File: src/rtl/height_history_writer.sv
// Stability filter that commits one height per person into a 10-deep shadow history, copied to hist_* on frame_start.
// Optional HEIGHT_AVG_EN: commit the truncated average of the stable run instead of its first sample.
module height_history_writer #(
  parameter int STABLE_COUNT = 4,
  parameter int TOLERANCE    = 2,
  parameter int MIN_HEIGHT   = 10,
  parameter int MAX_HEIGHT   = 99
) (
  input  logic       clk,
  input  logic       reset,
  input  logic       sample_valid,
  output logic       sample_ready,
  input  logic [7:0] sample_cm,
  input  logic       frame_start,
  input  logic       clear,
  output logic [7:0] hist_0,
  output logic [7:0] hist_1,
  output logic [7:0] hist_2,
  output logic [7:0] hist_3,
  output logic [7:0] hist_4,
  output logic [7:0] hist_5,
  output logic [7:0] hist_6,
  output logic [7:0] hist_7,
  output logic [7:0] hist_8,
  output logic [7:0] hist_9,
  output logic [3:0] count,
  output logic       commit
);

  typedef enum logic [1:0] {IDLE, TRACK, LOCKED} state_t;

  localparam logic [7:0] MAX_H  = 8'(MAX_HEIGHT);
  localparam logic [7:0] MIN_H  = 8'(MIN_HEIGHT);
  localparam logic [3:0] STABLE = 4'(STABLE_COUNT);
`ifdef HEIGHT_AVG_EN
  localparam int SHIFT = $clog2(STABLE_COUNT);
  logic [11:0] sum, sum_nx;
`endif

  state_t     state, state_nx;
  logic [7:0] cand, cand_nx, locked, locked_nx;
  logic [3:0] cnt, cnt_nx, cnt_inc;
  logic       ready_q, take, do_commit;
  logic [7:0] s, commit_val;
  logic [7:0] shadow [10];
  logic [3:0] shadow_count;
  logic [7:0] hist_r [10];

  // Absolute difference widened to 9 bits so it can never wrap.
  function automatic logic out_of_tol(input logic [7:0] a, input logic [7:0] b);
    logic [8:0] d;
    d = (a >= b) ? ({1'b0, a} - {1'b0, b}) : ({1'b0, b} - {1'b0, a});
    return d > 9'(TOLERANCE);
  endfunction

  assign sample_ready = ready_q && !clear;
  assign take         = sample_valid && sample_ready;
  assign s            = (sample_cm > MAX_H) ? MAX_H : sample_cm;
  assign cnt_inc      = cnt + 4'd1;

  always_comb begin
    state_nx   = state;
    cand_nx    = cand;
    cnt_nx     = cnt;
    locked_nx  = locked;
    do_commit  = 1'b0;
    commit_val = cand;
`ifdef HEIGHT_AVG_EN
    sum_nx     = sum;
`endif
    if (clear) begin
      state_nx = IDLE;
    end else if (take) begin
      case (state)
        IDLE: begin
          if (s >= MIN_H) begin
            state_nx = TRACK;
            cand_nx  = s;
            cnt_nx   = 4'd1;
`ifdef HEIGHT_AVG_EN
            sum_nx   = {4'd0, s};
`endif
          end
        end
        TRACK: begin
          if (s < MIN_H) begin
            state_nx = IDLE;
          end else if (out_of_tol(s, cand)) begin
            cand_nx = s;
            cnt_nx  = 4'd1;
`ifdef HEIGHT_AVG_EN
            sum_nx  = {4'd0, s};
`endif
          end else begin
            cnt_nx = cnt_inc;
`ifdef HEIGHT_AVG_EN
            sum_nx     = sum + {4'd0, s};
            commit_val = 8'(sum_nx >> SHIFT);
`endif
            if (cnt_inc == STABLE) begin
              do_commit = 1'b1;
              state_nx  = LOCKED;
              locked_nx = commit_val;
            end
          end
        end
        LOCKED: begin
          if (s < MIN_H) begin
            state_nx = IDLE;
          end else if (out_of_tol(s, locked)) begin
            state_nx = TRACK;
            cand_nx  = s;
            cnt_nx   = 4'd1;
`ifdef HEIGHT_AVG_EN
            sum_nx   = {4'd0, s};
`endif
          end
        end
        default: state_nx = IDLE;
      endcase
    end
  end

  always_ff @(posedge clk or posedge reset) begin
    if (reset) begin
      state        <= IDLE;
      cand         <= 8'd0;
      cnt          <= 4'd0;
      locked       <= 8'd0;
      ready_q      <= 1'b0;
      commit       <= 1'b0;
      shadow_count <= 4'd0;
      count        <= 4'd0;
      for (int i = 0; i < 10; i++) begin
        shadow[i] <= 8'd0;
        hist_r[i] <= 8'd0;
      end
`ifdef HEIGHT_AVG_EN
      sum          <= 12'd0;
`endif
    end else begin
      state   <= state_nx;
      cand    <= cand_nx;
      cnt     <= cnt_nx;
      locked  <= locked_nx;
      ready_q <= 1'b1;
      commit  <= do_commit;
`ifdef HEIGHT_AVG_EN
      sum     <= sum_nx;
`endif
      // Copy sees the pre-edge shadow, so a same-edge commit or clear shows up a frame later.
      if (frame_start) begin
        for (int i = 0; i < 10; i++) hist_r[i] <= shadow[i];
        count <= shadow_count;
      end
      if (clear) begin
        for (int i = 0; i < 10; i++) shadow[i] <= 8'd0;
        shadow_count <= 4'd0;
      end else if (do_commit) begin
        for (int i = 9; i > 0; i--) shadow[i] <= shadow[i-1];
        shadow[0] <= commit_val;
        if (shadow_count != 4'd10) shadow_count <= shadow_count + 4'd1;
      end
    end
  end

  assign hist_0 = hist_r[0];
  assign hist_1 = hist_r[1];
  assign hist_2 = hist_r[2];
  assign hist_3 = hist_r[3];
  assign hist_4 = hist_r[4];
  assign hist_5 = hist_r[5];
  assign hist_6 = hist_r[6];
  assign hist_7 = hist_r[7];
  assign hist_8 = hist_r[8];
  assign hist_9 = hist_r[9];

endmodule

File: config.mk
export PLATFORM = sky130hd
export DESIGN_NAME = height_history_writer
export DESIGN_NICKNAME = d
export VERILOG_FILES = /design/src/rtl/height_history_writer.sv
export SDC_FILE = /design/constraint.sdc
export NUM_CORES = 1
export LEC_CHECK = 0
export BUFFER_PORTS_ARGS = -buffer_cell sky130_fd_sc_hd__buf_2
export CAP_MARGIN = 40
export CORE_MARGIN = 2
export CORE_UTILIZATION = 43
export DETAILED_ROUTE_END_ITERATION = 8
export SLEW_MARGIN = 20
export SYNTH_ARGS = -nofsm -noshare
export SYNTH_HDL_FRONTEND = slang
export SYNTH_SLANG_ARGS = --single-unit
export TNS_END_PERCENT = 30
File: constraint.sdc
create_clock -name clk -period 5.77 [get_ports clk]
set_input_delay 0 -clock clk [delete_from_list [all_inputs] [get_ports clk]]
set_output_delay 0 -clock clk [all_outputs]
set_load 0.01 [all_outputs]
Word level (Yosys, flattened, before mapping) --
Cells that the tools add are included. Widths: inputs -> output; s select.
Word-level totals: output and inout port bits 86, flip-flop bits (word level) 192, logic and storage cells 105
Cells by class: order comparisons 7, reduce and logical (&&, ||, !) cells 13, mux-type cells 35, eq/ne operators 13, bitwise logic cells 3, $add $sub $neg 6
Operators by type and width (number):
- $mux 80 | 2
- $mux 8 | 6
- $sub 8x8->9 | 4
- $mux 4 | 8
- $pmux 8 s3 | 1
- $gt 9x2->1 const B | 2
- $mux 9 | 2
- $ge 8x8->1 | 2
- $mux 2 | 8
- $ne 4x4->1 const B | 4
- $pmux 4 s3 | 1
- $ne 2x2->1 const B | 5
- $add 4x1->4 const B | 2
- $ge 8x4->1 const B | 1
- $gt 8x7->1 const B | 1
- $lt 8x4->1 const B | 1
- $reduce_and 8->1 | 1
- $reduce_and 7->1 | 1
- $mux 1 | 6
- $pmux 2 s3 | 1
- $reduce_and 6->1 | 1
- $reduce_bool 2->1 | 3
- $reduce_and 5->1 | 1
- $eq 4x3->1 const B | 1
- other kinds (9) | 12

Longest topological paths before layout --
Gate-level depths: netlist of the first run.
word-level depth 12, mapped depth 18

Least setup slack after synthesis of the first run --
No wires, ideal clock.
kind input port to flip-flop, start input sample_cm[2], end register cnt[1], path buffers 3, arrival time 3.389 ns, library setup time 0.125 ns, required time 5.645 ns, cell stages on the path 17, path slack 2.256 ns, cell sequence clkbuf_1 > or3_1 > a31oi_1 > nand2_1 > inv_1 > ha_1 > buf_4 > or2_2 > a211oi_1 > a2111oi_2 > a211oi_2 > xnor2_1 > o2111ai_1 > or3_1 > buf_2 > and2_4 > mux2_4
On the way: word-level cells in the longest chain between the ends 8
RTL lines:
- from (decl) | RTL line 13 | input logic [7:0] sample_cm,
- $gt 8x7->1 * | RTL line 58 | assign s = (sample_cm > MAX_H) ? MAX_H : sample_cm;
- $mux 8 * | RTL line 58
- named net s[4] | RTL line 44 | logic [7:0] s, commit_val;
- $sub 8x8->9 / $ge 8x8->1 (equally long branches) | RTL line 52 | d = (a >= b) ? ({1'b0, a} - {1'b0, b}) : ({1'b0, b} - {1'b0, a});
- $mux 9 | RTL line 52
- $gt 9x2->1 | RTL line 53 | return d > 9'(TOLERANCE);
- $mux 4 | RTL line 88 | end else if (out_of_tol(s, cand)) begin
- $mux 4 | RTL line 86 | if (s < MIN_H) begin
- $pmux 4 s3 | RTL line 74 | case (state)
- to (signal assigned) | RTL line 144 | cnt <= cnt_nx;
- to (decl) | RTL line 42 | logic [3:0] cnt, cnt_nx, cnt_inc;
The timed path passes the listed nets; every way through them passes the cells marked *. The select of a mux whose other input is x is not followed. A chain may end at the register's enable or synchronous reset.

Worst setup path after layout of the first run --
start input sample_cm[4], end register shadow_count[1]
On the way: word-level cells in the longest chain between the ends 12
RTL lines:
- $gt 8x7->1 * | RTL line 58
- $mux 8 * | RTL line 58
- named net s[0] | RTL line 44
- $sub 8x8->9 / $ge 8x8->1 (equally long branches) | RTL line 52
- $mux 9 | RTL line 52
- $gt 9x2->1 | RTL line 53
- $mux 1 | RTL line 88
- $mux 1 * | RTL line 86
- $mux 1 * | RTL line 74
- $mux 1 * | RTL line 73 | end else if (take) begin
- $mux 1 * | RTL line 71 | if (clear) begin
- $reduce_bool 2->1 (no source line) *
- $reduce_and 2->1 (no source line) *
- to (signal assigned) | RTL line 162 | if (shadow_count != 4'd10) shadow_count <= shadow_count + 4'd1;
- to (decl) | RTL line 46 | logic [3:0] shadow_count;
The timed path passes the listed nets; every way through them passes the cells marked *.

==> flow_summary.yaml, run 1 <==
status:
  status: "complete, no violations"
routing:
  antenna_left: 0
  routed_wirelength_mm: 20.2
  drcViolationCount: 0
  drt-pass1-iter-count: 5
  vias_per_cell: 5.34
  vias: 6601
  drt-initial-drc-count: 367
  routedWlPerCell_um: 16.3
logic_synthesis:
  yosysSeqAreaShare_pct: 50.7
  synth_ff_type: "dfrtp_1"
  ys.warnings.count: 0
  synth_seq_cells: 192
  synthArstFlopShare_pct: 100
  syn-instance-count: 863
  synth_cell_type_count: 75
  synth_edf_count: 0
  avgSynthCellArea_um2: 11.0
  synthesis.area_mm2: 0.00948
critical_path:
  worstPathArrival_ns: 4.67
  cpLargestDelayFamily: "simple AND/OR/NAND/NOR gates"
  crit_required_ns: 6.10
  end_kind: "register"
  crit_slowest_cell: "dlygate4sd3_1"
  critical_path_class: "primary input to register"
  crit_chain: "dlygate4sd3_1 > buf_2 > or3_1 > a31oi_1 > nand2b_1 > ha_1 > fa_1 > xor2_1 > o221ai_1 > nor4_1 > nor4b_2 > o2bb2ai_4 > nand3b_4 > buf_4 > o21ba_1 > a211oi_1"
  slowest_delay_ns: 0.54
  start_kind: "primary input"
  critical_path_buf_inv_count: 3
  worstPathMaxFanout: 63
pwr:
  ir_drop_mv: 0.159
  power_density_mw_per_mm2: 268
  p_leak_nw: 5.30
  p_sw_uw: 804
  clkPwrFrac_pct: 40.5
  p_sw_share_pct: 27.7
  pwr-share-comb_pct: 12.2
  power_frac_seq_pct: 47.2
  p_int_mw: 2.10
clock_network:
  clk_pin_slew_worst_paths_ns: 0.07
  worstSkewPairLatency_ns: 0.44
  postCtsResizedCells: 0
  cts_tree: "built"
  numCtsBuffers: 17
  cts_sinks: 192
  htreeDepth: 4
  ctsRootBufferMaster: "clkbuf_16"
  clockBufferDepth: 2
floorplan:
  io_pins: 99
  design.core.area_mm2: 0.0218
  rows: 54
  die_w_um: 153
  die_area_mm2: 0.0233
  initial_core_util_pct: 43.6
  chipHeight_um: 153
final_layout:
  antenna_cells: 0
  num-fill-cells: 1993
  mostFrequentLayoutCells: "192 x dfrtp_1, 97 x inv_1, 97 x buf_2"
  flow.area_growth_from_synthesis_pct: 14.4
  final_common_cell: "dfrtp_1"
  drive_gt1_share_pct: 25.7
  nets: 991
timing:
  finalCriticalPeriod_ns: 4.34
  relSlewSlack_pct: 52.6
  fmax_mhz: 230
  layout_setup_ws_ns: 1.43
  min_period_over_period_pct: 75.2
  hold_viol: 0
  rsz0062_at_grt: "no"
  slew_viol_final: 0
  finalSetupTns_ns: 0
  skew_ns: 0.0154
  setup_viol_count_final: 0
  tightest_slew_ns: 0.705
global_route:
  grt_use_total_pct: 17.9
  grt_pass1_vias: 6332
  grt_max_degree: 82
  overflow: 0
  grt_pass1_wl_mm: 34.1
  antenna_found_initial: 0
placed_design:
  hpwl_mm: 13.7
  dp_slack_ns: 1.46
  gp_congestion: 0.960
  io_buffers: 98
min_path:
  hp-class: "primary input to register"
flow_run:
  cap_violations: 0
metrics by stage:
step	total power, mW	std cells	hold slack (ns)	instance area [µm²]	utilization, %
global route	3.03	1236	0.0640	10900	49.9
finish	2.91	1236	0.0382	10900	49.9
floorplan	1.67	866	0.209	9490	-
detailed placement	1.75	1201	0.0962	10200	46.9
global placement	1.75	1199	0.284	10200	46.7
CTS	2.93	1235	0.0239	10800	49.7
tightest hold or removal path, cell delays in order:
cell	delay, ns
buf_2	0.11
a31oi_1	0.07
nand2_1	0.14
mux2i_1	0.09
power groups by stage:
stage	clock network [mW]	logic, mW	registers [mW]
after CTS	1.21	0.351	1.37
after floorplan	0	0.274	1.39
after global routing	1.26	0.393	1.37
after detailed placement	0	0.349	1.40
after global placement	0	0.348	1.40
final	1.18	0.355	1.37
worst paths after layout:
kind | slack [ns] | endpoint | start | cells after the start
max | 1.43 | shadow_count[1] | sample_cm[4] | 16
min | 0.04 | cand[4] | sample_cm[7] | 4
max reg2reg | 1.96 | shadow_count[1] | cand[0] | 12
min reg2reg | 0.50 | hist_4[5] | hist_4[5] | 1
max in group asynchronous | 4.69 | shadow[10] | reset | 5
min in group asynchronous | 0.18 | hist_1[7] | reset | 3
sequential cells by signal (all words and copies together) (netlist names), 8 cells and up:
signal and flops:
cand 8, hist_0 8, hist_1 8, hist_2 8, hist_3 8, hist_4 8
hist_5 8, hist_6 8, hist_7 8, hist_8 8, hist_9 8, locked 8
shadow 80
kinds of logic after synthesis:
group | synth area share [%]
simple gates | 12.0
other cells | 0.0792
buf+inv | 6.35
flops | 50.7
mux | 12.5
xor+xnor | 0.924
compound gates | 12.5
fa+ha+maj | 4.93
repair_timing:
action                                 4_1_cts  5_1_grt
hold buffers                                 2        0
setup buffers                                0        0
endpoints found under the hold margin       66        0
cell usage after synthesis (2+ instances only):
master	count	area share, %
a21oi_2	2	0.18
nand3_1	4	0.21
fa_1	4	0.84
a22o_1	8	0.74
nor4_1	2	0.13
or2_2	4	0.26
a21oi_1	29	1.5
buf_4	3	0.24
conb_1	2	0.079
a41oi_1	3	0.28
nand4_1	9	0.59
and3_1	4	0.26
o221a_2	2	0.24
a21o_1	5	0.40
buf_2	13	0.69
mux2_1	2	0.24
nor2b_1	16	1.1
nor2_1	27	1.1
o21ai_1	61	3.2
o21ai_0	32	1.7
or3_1	7	0.46
nand2_1	25	0.99
a311oi_2	2	0.32
nand2b_1	6	0.40
dfrtp_1	192	51
o211ai_1	9	0.71
xnor2_1	5	0.46
buf_6	2	0.24
inv_1	98	3.9
xor2_1	5	0.46
mux2i_1	19	2.0
o22ai_1	3	0.20
o2bb2ai_1	2	0.18
ha_1	31	4.1
mux2_2	85	10
nand3b_1	64	5.1
or2_1	2	0.13
a211oi_1	3	0.24
clkbuf_1	31	1.2
o21a_1	3	0.24
a32oi_1	3	0.28
metal layers:
metal,global-route usage (%),vias to the layer above,share of wire [%],wire (µm)
met5,0,-,0,0
met4,5.60,0,2.2,444
met3,3.10,35,3.5,708
met2,28.3,160,47,9410
met1,25.5,3234,48,9640
li1,-,3172,-,-
layout make-up:
class | count | area (µm²) | area share (%)
clock buffers | 20 | 457 | 4.21
clock inverters | 12 | 139 | 1.28
inverters | 99 | 379 | 3.49
multi-input cells | 525 | 4090 | 37.7
flip-flops and latches | 192 | 4800 | 44.3
well taps | 280 | 350 | 3.23
repair buffers | 108 | 633 | 5.83
Power figures use the tool's default switching activity.
==> run 2, diff against run 1 <==
==> constraint.sdc (replaced) <==
create_clock -name clk -period 3.9 [get_ports clk]
set_input_delay 0 -clock clk [delete_from_list [all_inputs] [get_ports clk]]
set_output_delay 0 -clock clk [all_outputs]
set_load 0.01 [all_outputs]
==> flow_summary.yaml, run 2 (synthesis gave the netlist of run 1 again) <==
final_layout:
  nets: 1005
  largest_reg_flops: 80
  flow.area_growth_from_synthesis_pct: 15.7
  drive_gt1_share_pct: 26.7
  regMostFlops: "shadow"
  stdcell_area_mm2: 0.0110
  final_common_cell: "dfrtp_1"
  num-fill-cells: 2009
  mostFrequentLayoutCells: "192 x dfrtp_1, 97 x inv_1, 97 x buf_2"
  antenna_cells: 0
timing:
  slew_viol_final: 0
  tightest_slew_ns: 0.715
  finalSetupTns_ns: 0
  min_period_over_period_pct: 96.2
  finalCriticalPeriod_ns: 3.75
  relSlewSlack_pct: 51.9
  fmax_mhz: 266
  skew_ns: 0.0151
  hold_viol: 0
  setup_viol_count_final: 0
global_route:
  gr-usage-met2_pct: 29.7
  antenna_found_initial: 0
  use_met3_pct: 3.58
  overflow: 0
  grt_use_total_pct: 18.3
  grt_pass1_wl_mm: 34.7
  grt_busiest_layer: "met2"
  use_met1_pct: 25.6
  grt_max_degree: 114
  grt_pass1_vias: 6463
floorplan:
  chipHeight_um: 153
  initial_core_util_pct: 43.6
  die_w_um: 153
  rows: 54
  design.core.area_mm2: 0.0218
  io_pins: 99
  die_area_mm2: 0.0233
routing:
  drt-pass1-iter-count: 7
  routed_wirelength_mm: 20.5
  drcViolationCount: 0
  routedWlPerCell_um: 16.4
  vias_per_cell: 5.29
  drt-initial-drc-count: 318
  vias: 6610
  antenna_left: 0
placed_design:
  gp_congestion: 0.899
  dpl_cell_area_mm2: 0.0103
  hpwl_mm: 14.0
  io_buffers: 98
critical_path:
  critical_path_class: "primary input to register"
  worstPathArrival_ns: 4.10
  worstPathMaxFanout: 11
  end_kind: "register"
  start_kind: "primary input"
  crit_required_ns: 4.24
status:
  status: "complete, no violations"
clock_network:
  cts_sinks: 192
  ctsRootBufferMaster: "clkbuf_16"
  numCtsBuffers: 17
  cts_tree: "built"
  clockBufferDepth: 2
  clk_pin_slew_worst_paths_ns: 0.07
  worstSkewPairLatency_ns: 0.43
  htreeDepth: 4
pwr:
  ir_drop_mv: 0.307
  p_leak_nw: 5.37
  power_density_mw_per_mm2: 394
min_path:
  hp-class: "primary input to asynchronous set/reset pin"
flow_run:
  cap_violations: 0
[run 2: layer usage]
layer  vias to the layer above  wire [µm]
met5                         -          0
met4                         0        244
met3                        18        678
met2                       123       9890
met1                      3276       9700
li1                       3193          -
[run 2: layout make-up]
| cell class | instances | area (µm²) | share of cell area [%] |
|---|---|---|---|
| inverters | 99 | 375 | 3.42 |
| flip-flops and latches | 192 | 4800 | 43.8 |
| repair buffers | 121 | 731 | 6.66 |
| clock inverters | 12 | 148 | 1.35 |
| well taps | 280 | 350 | 3.19 |
| clock buffers | 19 | 433 | 3.95 |
| multi-input cells | 526 | 4130 | 37.6 |
[run 2: worst max-delay path: stages]
cell and delay, ns:
dlygate4sd3_1 0.55, buf_2 0.15, or3_1 0.32, a31oi_2 0.25, nand2b_1 0.22, ha_1 0.36
nor2b_1 0.16, o21ai_0 0.22, a21oi_1 0.12, nor4_1 0.33, nor4b_4 0.33, o2bb2ai_4 0.21
nand3b_4 0.16, buf_4 0.21, or3_1 0.34, a21oi_1 0.14
[run 2: worst paths after layout]
| path | startpoint | endpoint | slack [ns] | cells after the start |
|---|---|---|---|---|
| max | sample_cm[4] | shadow_count[3] | 0.15 | 16 |
| min | reset | hist_8[0] | 0.03 | 3 |
| max reg2reg | cand[1] | shadow_count[3] | 0.60 | 12 |
| min reg2reg | shadow[7] | hist_9[7] | 0.50 | 1 |
| max in group asynchronous | reset | hist_1[6] | 3.01 | 4 |
| min in group clk | sample_valid | state[1] | 0.08 | 5 |
[run 2: stage by stage]
stage,worst slack [ns],hold WS [ns],utilization [%],instances,total power [mW]
CTS,0.158,0.0171,50.1,1244,4.35
detailed placement,0.207,-0.0638,47.3,1210,2.60
global route,-0.0854,0.0439,50.4,1249,4.51
global placement,0.167,0.224,47.1,1208,2.60
floorplan,0.386,0.209,-,866,2.46
finish,0.147,0.0331,50.4,1249,4.32
[run 2: report_power, final]
group,switching (mW),internal [mW]
logic,0.331,0.214
registers,0.0270,2.01
clock network,0.778,0.961
total,1.14,3.18
[run 2: timing repair]
item | in CTS | in global routing
hold buffers | 3 | 0
setup endpoints to repair | 0 | 51
buffers inserted | 0 | 4
hold endpoints to repair | 193 | 0
gates resized for setup | 0 | 4
==> run 3, diff against run 2 <==
==> constraint.sdc (replaced) <==
create_clock -name clk -period 3.07 [get_ports clk]
set_input_delay 0 -clock clk [delete_from_list [all_inputs] [get_ports clk]]
set_output_delay 0 -clock clk [all_outputs]
set_load 0.01 [all_outputs]
==> flow_summary.yaml, run 3 (synthesis gave the netlist of run 1 again) <==
final_layout:
  stdcell_area_mm2: 0.0119
  regMostFlops: "shadow"
  final_util_pct: 54.6
  antenna_cells: 0
  drive_gt1_share_pct: 35.9
  mostFrequentLayoutCells: "192 x dfrtp_1, 97 x buf_2, 95 x inv_1"
  nets: 1086
  final_common_cell: "dfrtp_1"
  flow.area_growth_from_synthesis_pct: 25.2
  largest_reg_flops: 80
critical_path:
  crit_required_ns: 3.38
  crit_slowest_cell: "or3_4"
  critical_path_class: "primary input to register"
  worstPathMaxFanout: 5
  start_kind: "primary input"
  end_kind: "register"
  worst_path_most_repeated_cell: "or3_4"
  worstPathArrival_ns: 3.34
  slowest_delay_ns: 0.42
  crit_chain: "buf_2 > or3_4 > a31oi_4 > nand2b_1 > ha_1 > nor2b_2 > o311ai_1 > buf_4 > a2111oi_2 > a211oi_2 > xnor2_1 > o2111ai_1 > or3_4 > and2_4 > mux2_4"
clock_network:
  cts_sinks: 192
  ctsRootBufferMaster: "clkbuf_16"
  numCtsBuffers: 17
  worstSkewPairLatency_ns: 0.43
  clockBufferDepth: 2
  cts_tree: "built"
  clk_pin_slew_worst_paths_ns: 0.08
  htreeDepth: 4
global_route:
  grt_pass1_wl_mm: 35.5
  grt_max_degree: 82
  grt_use_total_pct: 18.9
  antenna_found_initial: 0
  overflow: 0
  grt_pass1_vias: 6620
timing:
  fmax_mhz: 330
  finalCriticalPeriod_ns: 3.03
  setup_viol_count_final: 0
  rsz0062_at_grt: "yes"
  finalSetupTns_ns: 0
  min_period_over_period_pct: 98.6
  slew_viol_final: 0
  relSlewSlack_pct: 52.3
  tightest_slew_ns: 0.716
  skew_ns: 0.0196
  hold_viol: 0
min_path:
  hp-class: "primary input to register"
placed_design:
  gp_congestion: 0.890
  hpwl_mm: 15.2
  dpl_cell_area_mm2: 0.0110
  io_buffers: 98
pwr:
  power_density_mw_per_mm2: 472
  ir_drop_mv: 0.341
  total_power_mw: 5.60
  p_leak_nw: 5.83
routing:
  antenna_left: 0
  routedWlPerCell_um: 16.4
  vias_per_cell: 5.19
  drt-initial-drc-count: 389
  drt-pass1-iter-count: 4
  routed_wirelength_mm: 21.8
  drcViolationCount: 0
  vias: 6898
floorplan:
  chipHeight_um: 153
  rows: 54
  initial_core_util_pct: 43.6
  die_w_um: 153
  die_area_mm2: 0.0233
  design.core.area_mm2: 0.0218
  io_pins: 99
status:
  status: "complete, no violations"
flow_run:
  cap_violations: 0
## run 3: cell count changes in the layout (fill, tap and decap cells not counted), moves of 5 or more
cell     change
buf_4       +71
ha_2         +5
ha_1         -8
nor2b_1      -5
buf_12       +9
nor2b_2      +5
## run 3: through the flow
stage,setup WS [ns],instances,hold WS (ns)
global placement,-0.448,1289,0.202
floorplan,-0.444,866,0.209
global route,-0.0484,1330,0.0577
CTS,0.0190,1323,0.0174
finish,0.0434,1330,0.0460
detailed placement,-0.455,1291,-0.0232
## run 3: critical path: cells and delay by family
family                     cells  cell delay (ns)
buffers and inverters          2             0.27
muxes                          1             0.29
xor gates and xnor gates       1             0.18
and+or+nand+nor                5             1.31
adders and majority gates      1             0.34
AOI/OAI and AO/OA              5             0.94
## run 3: report_power, final
group	internal [mW]	switching, mW
logic	0.408	0.487
registers	2.55	0.0168
clock network	1.17	0.968
total	4.13	1.47
## run 3: worst paths after layout
path / startpoint / endpoint / slack [ns] / depth (start not counted)
worst max-delay path: sample_cm[2] / cnt[1] / 0.04 / 15
worst min-delay path: sample_cm[7] / cand[4] / 0.05 / 5
worst max register to register: locked[0] / cnt[1] / 0.04 / 11
worst min register to register: hist_6[4] / hist_6[4] / 0.50 / 1
max in group asynchronous: reset / shadow[48] / 2.17 / 5
min in group asynchronous: reset / hist_9[3] / 0.06 / 3
## run 3: layout make-up
cell class	count	area, µm²
well taps	280	350
repair buffers	203	1480
inverters	99	378
flip-flops and latches	192	4800
clock buffers	21	460
clock inverters	10	101
multi-input cells	525	4290
fillers	1948	9890
## run 3: routing by layer
metal	up-vias	wire, µm	track usage, %
li1	3352	-	-
met1	3398	10600	27.0
met2	127	10100	29.8
met3	21	706	3.01
met4	0	302	5.78
met5	-	0	0
## run 3: what timing repair did
action                                 in CTS  in global routing
buffers inserted                            0                  7
pin swaps                                   1                 26
gates resized for setup                     4                 46
hold buffers                                1                  0
gates cloned                                0                  1
setup endpoints to repair                  15                 97
endpoints found under the hold margin      55                  0
